### src/rtl/pckt_ingress_framer_pkg.sv
// Shared types for the ingress framer: beat record, FSM states, terminator beat.
package pckt_ingress_pkg;

  // Bytes per beat; the framer IWIDTH parameter must equal this value.
  localparam int unsigned IWIDTH_DEF = 8;

  typedef struct packed {
    logic [IWIDTH_DEF-1:0][7:0] data;
    logic                       sop;
    logic                       eop;
    logic [IWIDTH_DEF-1:0]      empty;
    logic                       error;
  } beat_t;

  typedef enum logic [1:0] {
    IDLE,
    PKT,
    TERM,
    DROP
  } state_t;

  // Synthetic closing beat for a packet whose EOP never arrived.
  localparam beat_t TERM_BEAT = '{data: '0, sop: 1'b0, eop: 1'b1, empty: '1, error: 1'b1};

  // A beat is in error if the link flagged it, or if it marks bytes empty
  // anywhere other than on the last beat of a packet.
  function automatic logic beat_err(beat_t b);
    return b.error | ((|b.empty) & ~b.eop);
  endfunction

endpackage

### src/rtl/pckt_skid_buf.sv
// Two-entry beat buffer with valid/ready. When empty, the incoming beat is
// presented directly as the head so an accepted beat can be consumed in the
// same cycle.
module pckt_skid_buf
  import pckt_ingress_pkg::*;
(
  input  logic  clk,
  input  logic  rstb,
  input  logic  s_valid,
  output logic  s_ready,
  input  beat_t s_beat,
  output logic  h_valid,
  output beat_t h_beat,
  input  logic  pop
);

  beat_t      mem [2];
  logic       rd_ptr;
  logic [1:0] count;
  logic       en_q;
  logic       push;
  logic       bypass;
  logic       store;
  logic       pop_st;
  logic       wr_ptr;

  assign s_ready = en_q & (count != 2'd2);
  assign push    = s_valid & s_ready;
  assign bypass  = pop & (count == 2'd0);
  assign store   = push & ~bypass;
  assign pop_st  = pop & (count != 2'd0);
  assign wr_ptr  = rd_ptr ^ count[0];

  // Head selection: stored entry if any, otherwise the beat being pushed.
  always_comb begin
    h_valid = 1'b1;
    h_beat  = mem[rd_ptr];
    if (count == 2'd0) begin
      h_valid = push;
      h_beat  = s_beat;
    end
  end

  // Occupancy, read pointer and post-reset ready enable.
  always_ff @(posedge clk or negedge rstb) begin
    if (!rstb) begin
      en_q   <= 1'b0;
      count  <= '0;
      rd_ptr <= 1'b0;
    end else begin
      en_q   <= 1'b1;
      count  <= count + {1'b0, store} - {1'b0, pop_st};
      rd_ptr <= rd_ptr ^ pop_st;
    end
  end

  // Beat storage; contents are qualified by count so no reset is needed.
  always_ff @(posedge clk) begin
    if (store) mem[wr_ptr] <= s_beat;
  end

endmodule

### src/rtl/pckt_ingress_framer.sv
// Ingress framer in front of pckt_decoder_top: enforces SOP/EOP framing and a
// maximum packet length, and feeds the decoder without ever presenting a beat
// while the decoder is full.
// Optional statistics counters are built when PCKT_INGRESS_STATS_EN is defined.
module pckt_ingress_framer
  import pckt_ingress_pkg::*;
#(
  parameter int unsigned IWIDTH   = IWIDTH_DEF,
  parameter int unsigned MAXBEATS = 32,
  parameter int unsigned CNT_W    = 16
) (
  input  logic                clk,
  input  logic                rstb,
  input  logic                s_valid,
  output logic                s_ready,
  input  logic                s_sop,
  input  logic                s_eop,
  input  logic [IWIDTH*8-1:0] s_data,
  input  logic [IWIDTH-1:0]   s_empty,
  input  logic                s_error,
  output logic                in_valid,
  output logic                in_sop,
  output logic                in_eop,
  output logic [IWIDTH*8-1:0] in_data,
  output logic [IWIDTH-1:0]   in_empty,
  output logic                in_error,
  input  logic                ready_out_b,
  output logic [CNT_W-1:0]    stat_pkt,
  output logic [CNT_W-1:0]    stat_drop,
  output logic [CNT_W-1:0]    stat_err
);

  localparam int unsigned BCW = $clog2(MAXBEATS + 1);

  beat_t          s_beat;
  beat_t          head;
  beat_t          nxt;
  beat_t          out_q;
  logic           h_valid;
  logic           pop;
  logic           load;
  logic           load_ok;
  logic           out_vld_q;
  logic           drop_inc;
  logic           hd_err;
  state_t         state_q, state_d;
  logic [BCW-1:0] cnt_q, cnt_d;
  logic           err_q, err_d;

  // Pack the link inputs into a beat record.
  always_comb begin
    s_beat.data  = s_data;
    s_beat.sop   = s_sop;
    s_beat.eop   = s_eop;
    s_beat.empty = s_empty;
    s_beat.error = s_error;
  end

  pckt_skid_buf u_skid (
    .clk     (clk),
    .rstb    (rstb),
    .s_valid (s_valid),
    .s_ready (s_ready),
    .s_beat  (s_beat),
    .h_valid (h_valid),
    .h_beat  (head),
    .pop     (pop)
  );

  assign in_valid = out_vld_q & ~ready_out_b;
  assign load_ok  = ~out_vld_q | in_valid;
  assign hd_err   = beat_err(head);

  assign in_sop   = out_q.sop;
  assign in_eop   = out_q.eop;
  assign in_data  = out_q.data;
  assign in_empty = out_q.empty;
  assign in_error = out_q.error;

  // Framing FSM: next state, pop/load decisions and the beat to forward.
  always_comb begin
    state_d   = state_q;
    cnt_d     = cnt_q;
    err_d     = err_q;
    pop       = 1'b0;
    load      = 1'b0;
    drop_inc  = 1'b0;
    nxt       = head;
    nxt.empty = head.eop ? head.empty : '0;
    nxt.error = err_q | hd_err;
    if (load_ok) begin
      case (state_q)
        IDLE: begin
          if (h_valid) begin
            pop = 1'b1;
            if (head.sop) begin
              load    = 1'b1;
              cnt_d   = BCW'(1);
              err_d   = hd_err;
              state_d = head.eop ? IDLE : PKT;
            end else begin
              drop_inc = 1'b1;
            end
          end
        end
        PKT: begin
          if (h_valid) begin
            if (head.sop) begin
              state_d = TERM;
            end else if (head.eop) begin
              pop     = 1'b1;
              load    = 1'b1;
              state_d = IDLE;
            end else if (cnt_q == BCW'(MAXBEATS - 1)) begin
              pop       = 1'b1;
              load      = 1'b1;
              nxt.eop   = 1'b1;
              nxt.error = 1'b1;
              state_d   = DROP;
            end else begin
              pop   = 1'b1;
              load  = 1'b1;
              cnt_d = cnt_q + BCW'(1);
              err_d = err_q | hd_err;
            end
          end
        end
        TERM: begin
          load    = 1'b1;
          nxt     = TERM_BEAT;
          state_d = IDLE;
        end
        DROP: begin
          if (h_valid) begin
            if (head.sop) begin
              state_d = IDLE;
            end else begin
              pop      = 1'b1;
              drop_inc = 1'b1;
              if (head.eop) state_d = IDLE;
            end
          end
        end
        default: state_d = IDLE;
      endcase
    end
    // Per-packet context is cleared on every entry to IDLE.
    if (state_d == IDLE) begin
      cnt_d = '0;
      err_d = 1'b0;
    end
  end

  // FSM state, beat counter and sticky packet error.
  always_ff @(posedge clk or negedge rstb) begin
    if (!rstb) begin
      state_q <= IDLE;
      cnt_q   <= '0;
      err_q   <= 1'b0;
    end else begin
      state_q <= state_d;
      cnt_q   <= cnt_d;
      err_q   <= err_d;
    end
  end

  // Output register: loads when empty or when its beat is being taken.
  always_ff @(posedge clk or negedge rstb) begin
    if (!rstb) begin
      out_vld_q <= 1'b0;
      out_q     <= '0;
    end else if (load) begin
      out_vld_q <= 1'b1;
      out_q     <= nxt;
    end else if (in_valid) begin
      out_vld_q <= 1'b0;
    end
  end

`ifdef PCKT_INGRESS_STATS_EN
  logic [CNT_W-1:0] pkt_cnt, drop_cnt, errb_cnt;

  // Saturating statistics, counted on actual decoder transfers and drops.
  always_ff @(posedge clk or negedge rstb) begin
    if (!rstb) begin
      pkt_cnt  <= '0;
      drop_cnt <= '0;
      errb_cnt <= '0;
    end else begin
      if (in_valid & in_eop & ~&pkt_cnt)    pkt_cnt  <= pkt_cnt + CNT_W'(1);
      if (drop_inc & ~&drop_cnt)            drop_cnt <= drop_cnt + CNT_W'(1);
      if (in_valid & in_error & ~&errb_cnt) errb_cnt <= errb_cnt + CNT_W'(1);
    end
  end

  assign stat_pkt  = pkt_cnt;
  assign stat_drop = drop_cnt;
  assign stat_err  = errb_cnt;
`else
  logic unused_stats;
  assign unused_stats = drop_inc;
  assign stat_pkt     = '0;
  assign stat_drop    = '0;
  assign stat_err     = '0;
`endif

endmodule

### config.mk
export PLATFORM = sky130hd
export DESIGN_NAME = pckt_ingress_framer
export DESIGN_NICKNAME = d
export VERILOG_FILES = /design/src/rtl/pckt_ingress_framer_pkg.sv /design/src/rtl/pckt_skid_buf.sv /design/src/rtl/pckt_ingress_framer.sv
export SDC_FILE = /design/constraint.sdc
export NUM_CORES = 1
export LEC_CHECK = 0
export CAP_MARGIN = 5
export CORE_ASPECT_RATIO = 1.25
export CORE_MARGIN = 2
export CORE_UTILIZATION = 40
export DETAILED_ROUTE_END_ITERATION = 16
export DONT_BUFFER_PORTS = 1
export PLACE_DENSITY = 0.51
export SLEW_MARGIN = 20
export SYNTH_ARGS = -nofsm -noshare
export SYNTH_HDL_FRONTEND = slang
export SYNTH_SLANG_ARGS = --single-unit
### constraint.sdc
create_clock -name clk -period 6.4 [get_ports clk]
set_input_delay 0.64 -clock clk [delete_from_list [all_inputs] [get_ports clk]]
set_output_delay 0.64 -clock clk [all_outputs]
set_load 0.02 [all_outputs]
==> results of run 1 <==
==> synthesized netlist by cell type (all sizes together) (3+ instances only) <==
cell type	count
nor2	89
o31ai	66
a21o	3
or3	4
mux2	9
inv	9
nor3	4
o21ai	23
ha	7
mux2i	75
edfxtp	150
nor3b	3
a31oi	6
nand3	5
dfrtp	89
a21oi	72
nand2	89
buf	77
clkbuf	25
nand4	4
==> worst register-to-register path, stage by stage, from the launching register on <==
cell	delay, ns
dfrtp_1	0.47
or2_1	0.56
a21oi_2	0.42
o21ai_0	0.17
nand2_1	0.12
o211ai_1	0.23
nor2b_4	0.94
buf_4	0.64
==> cells in the final DEF (no fill, tap or decap), types with 4 or more instances in the layout <==
cell type    n
clkbuf_8     6
mux2_2       9
ha_1         6
clkbuf_1     7
inv_1        9
clkbuf_16   25
nand4_1      4
nand2_1     89
a31oi_1      6
conb_1      49
nor2_1      87
buf_4        5
o31ai_1     50
dfrtp_1     88
edfxtp_1   150
nand3_1      5
mux2i_1     74
o21ai_0     18
a21oi_1     71
o21ai_1      5
o31ai_2     16
==> state kept, by name, indices dropped and copies added, names as in the netlist, 2 cells and up <==
name          cells
state_q           2
cnt_q             6
in_empty          8
in_data          64
u_skid.count      2
u_skid.mem      150
==> kinds of logic after synthesis <==
logic type	share of synthesized area, %
xor gates and xnor gates	0.333
other	0.0714
DFF	64.0
and+or+nand+nor	8.43
muxes	8.22
buffers and inverters	6.19
AOI/OAI and AO/OA	12.0
adders and majority gates	0.832
==> cell type report <==
cell class	count	area [µm²]
clock inverter	7	56.3
tap	340	425
timing repair buffer	7	85.1
sequential	239	6740
clock buffer	38	734
multi-input combinational	539	3360
fill	2424	14500
inverter	9	33.8
==> routing by layer <==
layer,global-route usage [%],up-vias
met5,0,-
met4,3.96,0
met3,3.92,42
met2,28.6,213
met1,19.6,3001
li1,-,2921
==> through the flow <==
step           power [W]  util (%)  cells
3_3_place_gp     0.00474      40.8   1132
3_5_place_dp     0.00480      40.8   1132
2_1_floorplan    0.00441         -    889
5_1_grt          0.00656      44.1   1179
6_report         0.00612      44.1   1179
4_1_cts          0.00622      44.0   1178
==> power by group <==
group          internal [W]  switching (W)
Combinational      0.000738        0.00132
Sequential          0.00213       0.000546
Clock              0.000826       0.000562
==> worst max path at each step <==
stage               cells past startpoint                end            start
floorplan                               6   u_skid.mem[1][0]    u_skid.rd_ptr
global placement                        7  u_skid.mem[0][13]  u_skid.count[0]
detailed placement                      7  u_skid.mem[0][13]  u_skid.count[0]
CTS                                     7  u_skid.mem[0][11]  u_skid.count[0]
global route                            7  u_skid.mem[1][24]  u_skid.count[0]
finish                                  7  u_skid.mem[1][24]  u_skid.count[0]
==> timing repair <==
action,CTS,global route
hold endpoints to repair,89,0
hold buffers,1,0
resized for setup,0,0
==> summary.md, run 1 <==
| Metric | Value |
|---|---|
| Max-cap violations | `0` |
| Die footprint | `roughly 0.028 mm²` |
| Buffers and inverters on the worst path | `1` |
| Post-synth EDFFs | `150` |
| Crit-path leading delay family | `simple AND/OR/NAND/NOR gates` |
| Slowest-stage cell, CP | `nor2b_4` |
| CP Capture Type | `flip-flop` |
| Worst reg-to-reg setup slack | `2.47 ns` |
| Die boundary width | `149 µm` |
| Reg clk slew, reported paths | `about 0.060 ns` |
| Worst Setup Start Kind | `flip-flop` |
| DRT iter0 DRCs | `374` |
| WL met1 | `8810 µm` |
| Mapped Area | `0.0105 mm²` |
| Max-slew violation count | `0` |
| Synth top area share | `42.8%` |
| Status | `completed` |
| WP data required | `6.53 ns` |
| Highest clock rate | `255 MHz` |
| Area Overhead vs Synth | `8.58%` |
| Register area share after synthesis | `a little under two thirds` |
| Mean Syn Cell Area | `12.5 µm²` |
| Die Ht | `~190 µm` |
| Max layer used | `met4` |
| Met2 wire len | `11400 µm` |
| TritonCTS clock tree | `yes` |
| CTS Buffer Depth | `3` |
| Final WL | `22300 µm` |
| Fin crit share | `61.4%` |
| Worst Reg2Reg Path Length in Cells | `7` |
| First-pass GRT wire length | `35000 µm` |
| Reg2reg end | `u_skid.mem[1][24]` |
| Final Critical Period | `~3.9 ns` |
| Drt drc | `0` |
| Worst Setup Slack post-DPL | `~2.4 ns` |
| Core area | `0.0259 mm²` |
| Fraction of layout cells with a size suffix above 1 | `9.30%` |
| Netlist cell types | `51` |
| RSZ-0062 raised after global routing | `false` |
| Drt wl/cell | `approximately 19 µm` |
| Vias in the first global route | `6242` |
| Slew headroom | `27.8%` |
| Seq cells post-synth | `239` |
| Clock latency on the worst-skew pair | `roughly 0.5 ns` |
| # diodes | `0` |
| Setup violations, final | `0` |
| Vias | `between 6000 and 7000` |
| Initial core utilization | `40.6%` |
| Most frequently used flop master after synthesis | `edfxtp_1` |
| Leakage | `about 4.5 nW` |
| Worst Skew | `approximately 0.018 ns` |
| Hold Vio Cnt, Final | `0` |
| H-tree depth | `1` |
| Via density per instance | `5.24` |
| Worst setup margin | `2.47 ns` |
| Critical setup path kind | `flip-flop to flip-flop` |
| Largest net degree at the start of global routing | `102` |
| Peak VDD IR | `0.325 mV` |
| CP max FO | `43` |
| Power Dens Cells | `536 mW/mm²` |
| Initial antenna violation count | `0` |
| GRT overflow | `0` |
| Row cnt | `66` |
| CP peak stage delay | `0.94 ns` |
| Post-CTS setup buffers | `0` |
| Net count, final | `907` |
| Worst r2r src | `u_skid.count[0]` |
| Worst-Margin Slew | `1.08 ns` |
| CP arrival | `4.06 ns` |
| Pre-antenna DRT Iters | `5` |
| Area after DPL | `0.0106 mm²` |
| Detail Route Antenna Nets | `0` |
| Post-synth top area cell | `edfxtp_1` |
| Yosys warning count | `0` |
| Synth Instances | `842` |
| DP HPWL | `14600 µm` |
| Post-synth ARST share | `37.2%` |
| Root Buffer | `clkbuf_16` |
| Top post-synthesis cells by area | `edfxtp_1 (43%), dfrtp_1 (21%), mux2i_1 (7.0%), o31ai_1 (3.6%), buf_4 (3.5%)` |
| Total CTS buffers | `25` |
| # IOs | `204` |
| Final TNS setup | `0 ns` |
| GP Congestion | `0.767` |
| # port buffers | `0` |
| CP cell instances | `or2_1 > a21oi_2 > o21ai_0 > nand2_1 > o211ai_1 > nor2b_4 > buf_4` |
| Hold Worst Slack | `0.0485 ns` |
| Total global routing track utilization | `16.1%` |
| Met3 routed wirelength | `1710 µm` |
| Clk sinks | `239` |
| Post-route cell area | `~0.011 mm²` |
| Tightest Hold Check Type | `input port to asynchronous set/reset pin` |
Note: power is estimated with default switching activity, not from simulation.
==> run 2: changes to the inputs <==
--- a/config.mk
+++ b/config.mk
@@ -11,7 +11,7 @@
 export CORE_UTILIZATION = 40
 export DETAILED_ROUTE_END_ITERATION = 16
 export DONT_BUFFER_PORTS = 1
-export PLACE_DENSITY = 0.51
+export PLACE_DENSITY = 0.53
 export SLEW_MARGIN = 20
 export SYNTH_ARGS = -nofsm -noshare
 export SYNTH_HDL_FRONTEND = slang
==> constraint.sdc (replaced) <==
create_clock -name clk -period 3.5 [get_ports clk]
set_input_delay 0.35 -clock clk [delete_from_list [all_inputs] [get_ports clk]]
set_output_delay 0.35 -clock clk [all_outputs]
set_load 0.02 [all_outputs]
==> run 2 against run 1 <==
Against the previous run:
- die area unchanged
- combinational power grew 98%
- clock power is 83% higher
- sequential cell count unchanged
- sequential power rose by 80%
- largest power group unchanged
- sequential share of layout area is 4.0 points lower
==> summary.md, run 2 (synthesis gave the netlist of run 1 again) <==
| Metric | Value |
|---|---|
| Worst Reg2Reg Path Length in Cells | `9` |
| Worst r2r src | `u_skid.count[0]` |
| Slew headroom | `between 40% and 50%` |
| Setup violations, final | `0` |
| Part of the power in combinational logic | `35.7%` |
| # port buffers | `0` |
| CP arrival | `3.41 ns` |
| Clk sinks | `about 240` |
| Worst setup margin | `0.516 ns` |
| Leakage | `4.81 nW` |
| Hold Startpoint | `s_data[26]` |
| DRT iter0 DRCs | `321` |
| Row cnt | `66` |
| Reg2reg end | `u_skid.count[1]` |
| GRT overflow | `0` |
| Sequential power share | `42.0%` |
| Post-CTS setup buffers | `0` |
| Pre-antenna DRT Iters | `5` |
| GP Congestion | `0.807` |
| Fin crit share | `85.3%` |
| Max-slew violation count | `0` |
| Max reg flops | `150` |
| Area Overhead vs Synth | `16.6%` |
| Die footprint | `0.0276 mm²` |
| # diodes | `0` |
| Final WL | `around 23000 µm` |
| Switching power share of the total | `39.7%` |
| WP data required | `3.92 ns` |
| First-pass GRT wire length | `between 30000 and 40000 µm` |
| Net Sw Power | `0.00453 W` |
| Final TNS setup | `0 ns` |
| Area after DPL | `0.0107 mm²` |
| Largest net degree at the start of global routing | `90` |
| CTS Buffer Depth | `3` |
| Fillers | `2371` |
| Status | `completed` |
| Worst reg-to-reg setup slack | `0.52 ns` |
| Vias | `6438` |
| H-tree depth | `1` |
| RSZ-0062 raised after global routing | `false` |
| Hold path cells | `2` |
| Power Dens Cells | `931 mW/mm²` |
| Max-cap violations | `0` |
| Peak VDD IR | `~0.43 mV` |
| Initial core utilization | `between 40% and 50%` |
| Drt drc | `0` |
| TritonCTS clock tree | `yes` |
| Tightest Hold Check Type | `input port to flip-flop` |
| Clock network power share | `22.3%` |
| Total global routing track utilization | `16.3%` |
| Initial antenna violation count | `0` |
| Reg clk slew, reported paths | `approximately 0.070 ns` |
| Biggest register | `u_skid.mem` |
| Cts-stage hold buffer count | `77` |
| Resized cells post-CTS | `0` |
| Die Ht | `185 µm` |
| Int Power | `between 0.006 and 0.007 W` |
| Drt wl/cell | `between 15 and 20 µm` |
| Hold EP | `in_data[26]` |
| Fraction of layout cells with a size suffix above 1 | `9.12%` |
| Worst-Margin Slew | `0.822 ns` |
| DP HPWL | `14200 µm` |
| Via density per instance | `5.11` |
| Clock latency on the worst-skew pair | `0.51 ns` |
| Die boundary width | `149 µm` |
| Detail Route Antenna Nets | `0` |
| Net count, final | `989` |
| Critical setup path kind | `flip-flop to flip-flop` |
| Final Critical Period | `2.98 ns` |
| Post-route cell area | `about 0.012 mm²` |
| Core area | `0.0259 mm²` |
| Root Buffer | `clkbuf_16` |
| Worst Setup Start Kind | `flip-flop` |
| # IOs | `204` |
| Vias in the first global route | `6769` |
| Most common cell after layout, fill and taps aside | `edfxtp_1` |
| Hold Vio Cnt, Final | `0` |
| Highest clock rate | `335 MHz` |
| Most frequent cells in the layout | `edfxtp_1 (150), nand2_1 (89), dfrtp_1 (88)` |
| Worst Setup Slack post-DPL | `roughly 0.54 ns` |
| CP max FO | `16` |
| CP Capture Type | `flip-flop` |
| Worst Skew | `0.00858 ns` |
| Total CTS buffers | `25` |
-- run 2: cell types whose count changed in the layout (fill, tap and decap cells not counted), moves of 3 or more --
cell           delta
buf_12            +3
buf_4             +3
clkbuf_8          -4
dlygate4sd3_1    +76
-- run 2: critical path, cell delays in order, from the launching register on --
cell	delay, ns
dfrtp_1	0.53
or2_1	0.70
a21oi_2	0.23
o21ai_0	0.23
nand2_1	0.10
o211ai_1	0.43
inv_1	0.10
ha_1	0.22
xnor2_1	0.21
xnor2_1	0.16
-- run 2: power by group through the flow --
| stage | Clock, W | Sequential, W | Combinational, W |
|---|---|---|---|
| after floorplan | 0 | 0.00470 | 0.00335 |
| after global placement | 0 | 0.00485 | 0.00391 |
| after detailed placement | 0 | 0.00487 | 0.00403 |
| after CTS | 0.00262 | 0.00482 | 0.00415 |
| after global routing | 0.00273 | 0.00489 | 0.00460 |
| final | 0.00255 | 0.00480 | 0.00408 |
-- run 2: area by class of cell --
cell class / count / area (µm²) / share of cell area (%)
Inverter: 9 / 33.8 / 0.275
Multi-Input combinational cell: 539 / 3360 / 27.4
Tap cell: 340 / 425 / 3.47
Timing Repair Buffer: 89 / 928 / 7.57
Clock buffer: 33 / 676 / 5.51
Clock inverter: 12 / 111 / 0.908
Sequential cell: 239 / 6740 / 54.9
-- run 2: routing by layer --
metal | routed length (µm) | up-vias | track usage (%)
met5 | 0 | - | 0
met4 | 511 | 0 | 4.80
met3 | 1440 | 34 | 3.55
met2 | 11800 | 176 | 29.5
met1 | 9130 | 3153 | 19.6
li1 | - | 3075 | -
-- run 2: metrics by stage --
step | hold slack [ns] | total power (W) | instances | util, %
global placement | 0.0577 | 0.00876 | 1139 | 41.2
global route | 0.0359 | 0.0122 | 1261 | 47.3
floorplan | 0.0544 | 0.00805 | 889 | -
detailed placement | 0.0575 | 0.00890 | 1139 | 41.2
CTS | 0.0354 | 0.0116 | 1261 | 47.3
finish | 0.0499 | 0.0114 | 1261 | 47.3
-- run 2: worst max-delay path by stage --
stage | startpoint | to | slack (ns)
after floorplan | u_skid.rd_ptr | u_skid.mem[1][0] | 0.23
after global placement | u_skid.count[0] | u_skid.mem[0][56] | 0.66
after detailed placement | u_skid.count[0] | u_skid.count[1] | 0.54
after CTS | u_skid.count[0] | u_skid.count[1] | 0.52
after global routing | u_skid.count[1] | in_data[21] | 0.37
final | u_skid.count[0] | u_skid.count[1] | 0.52
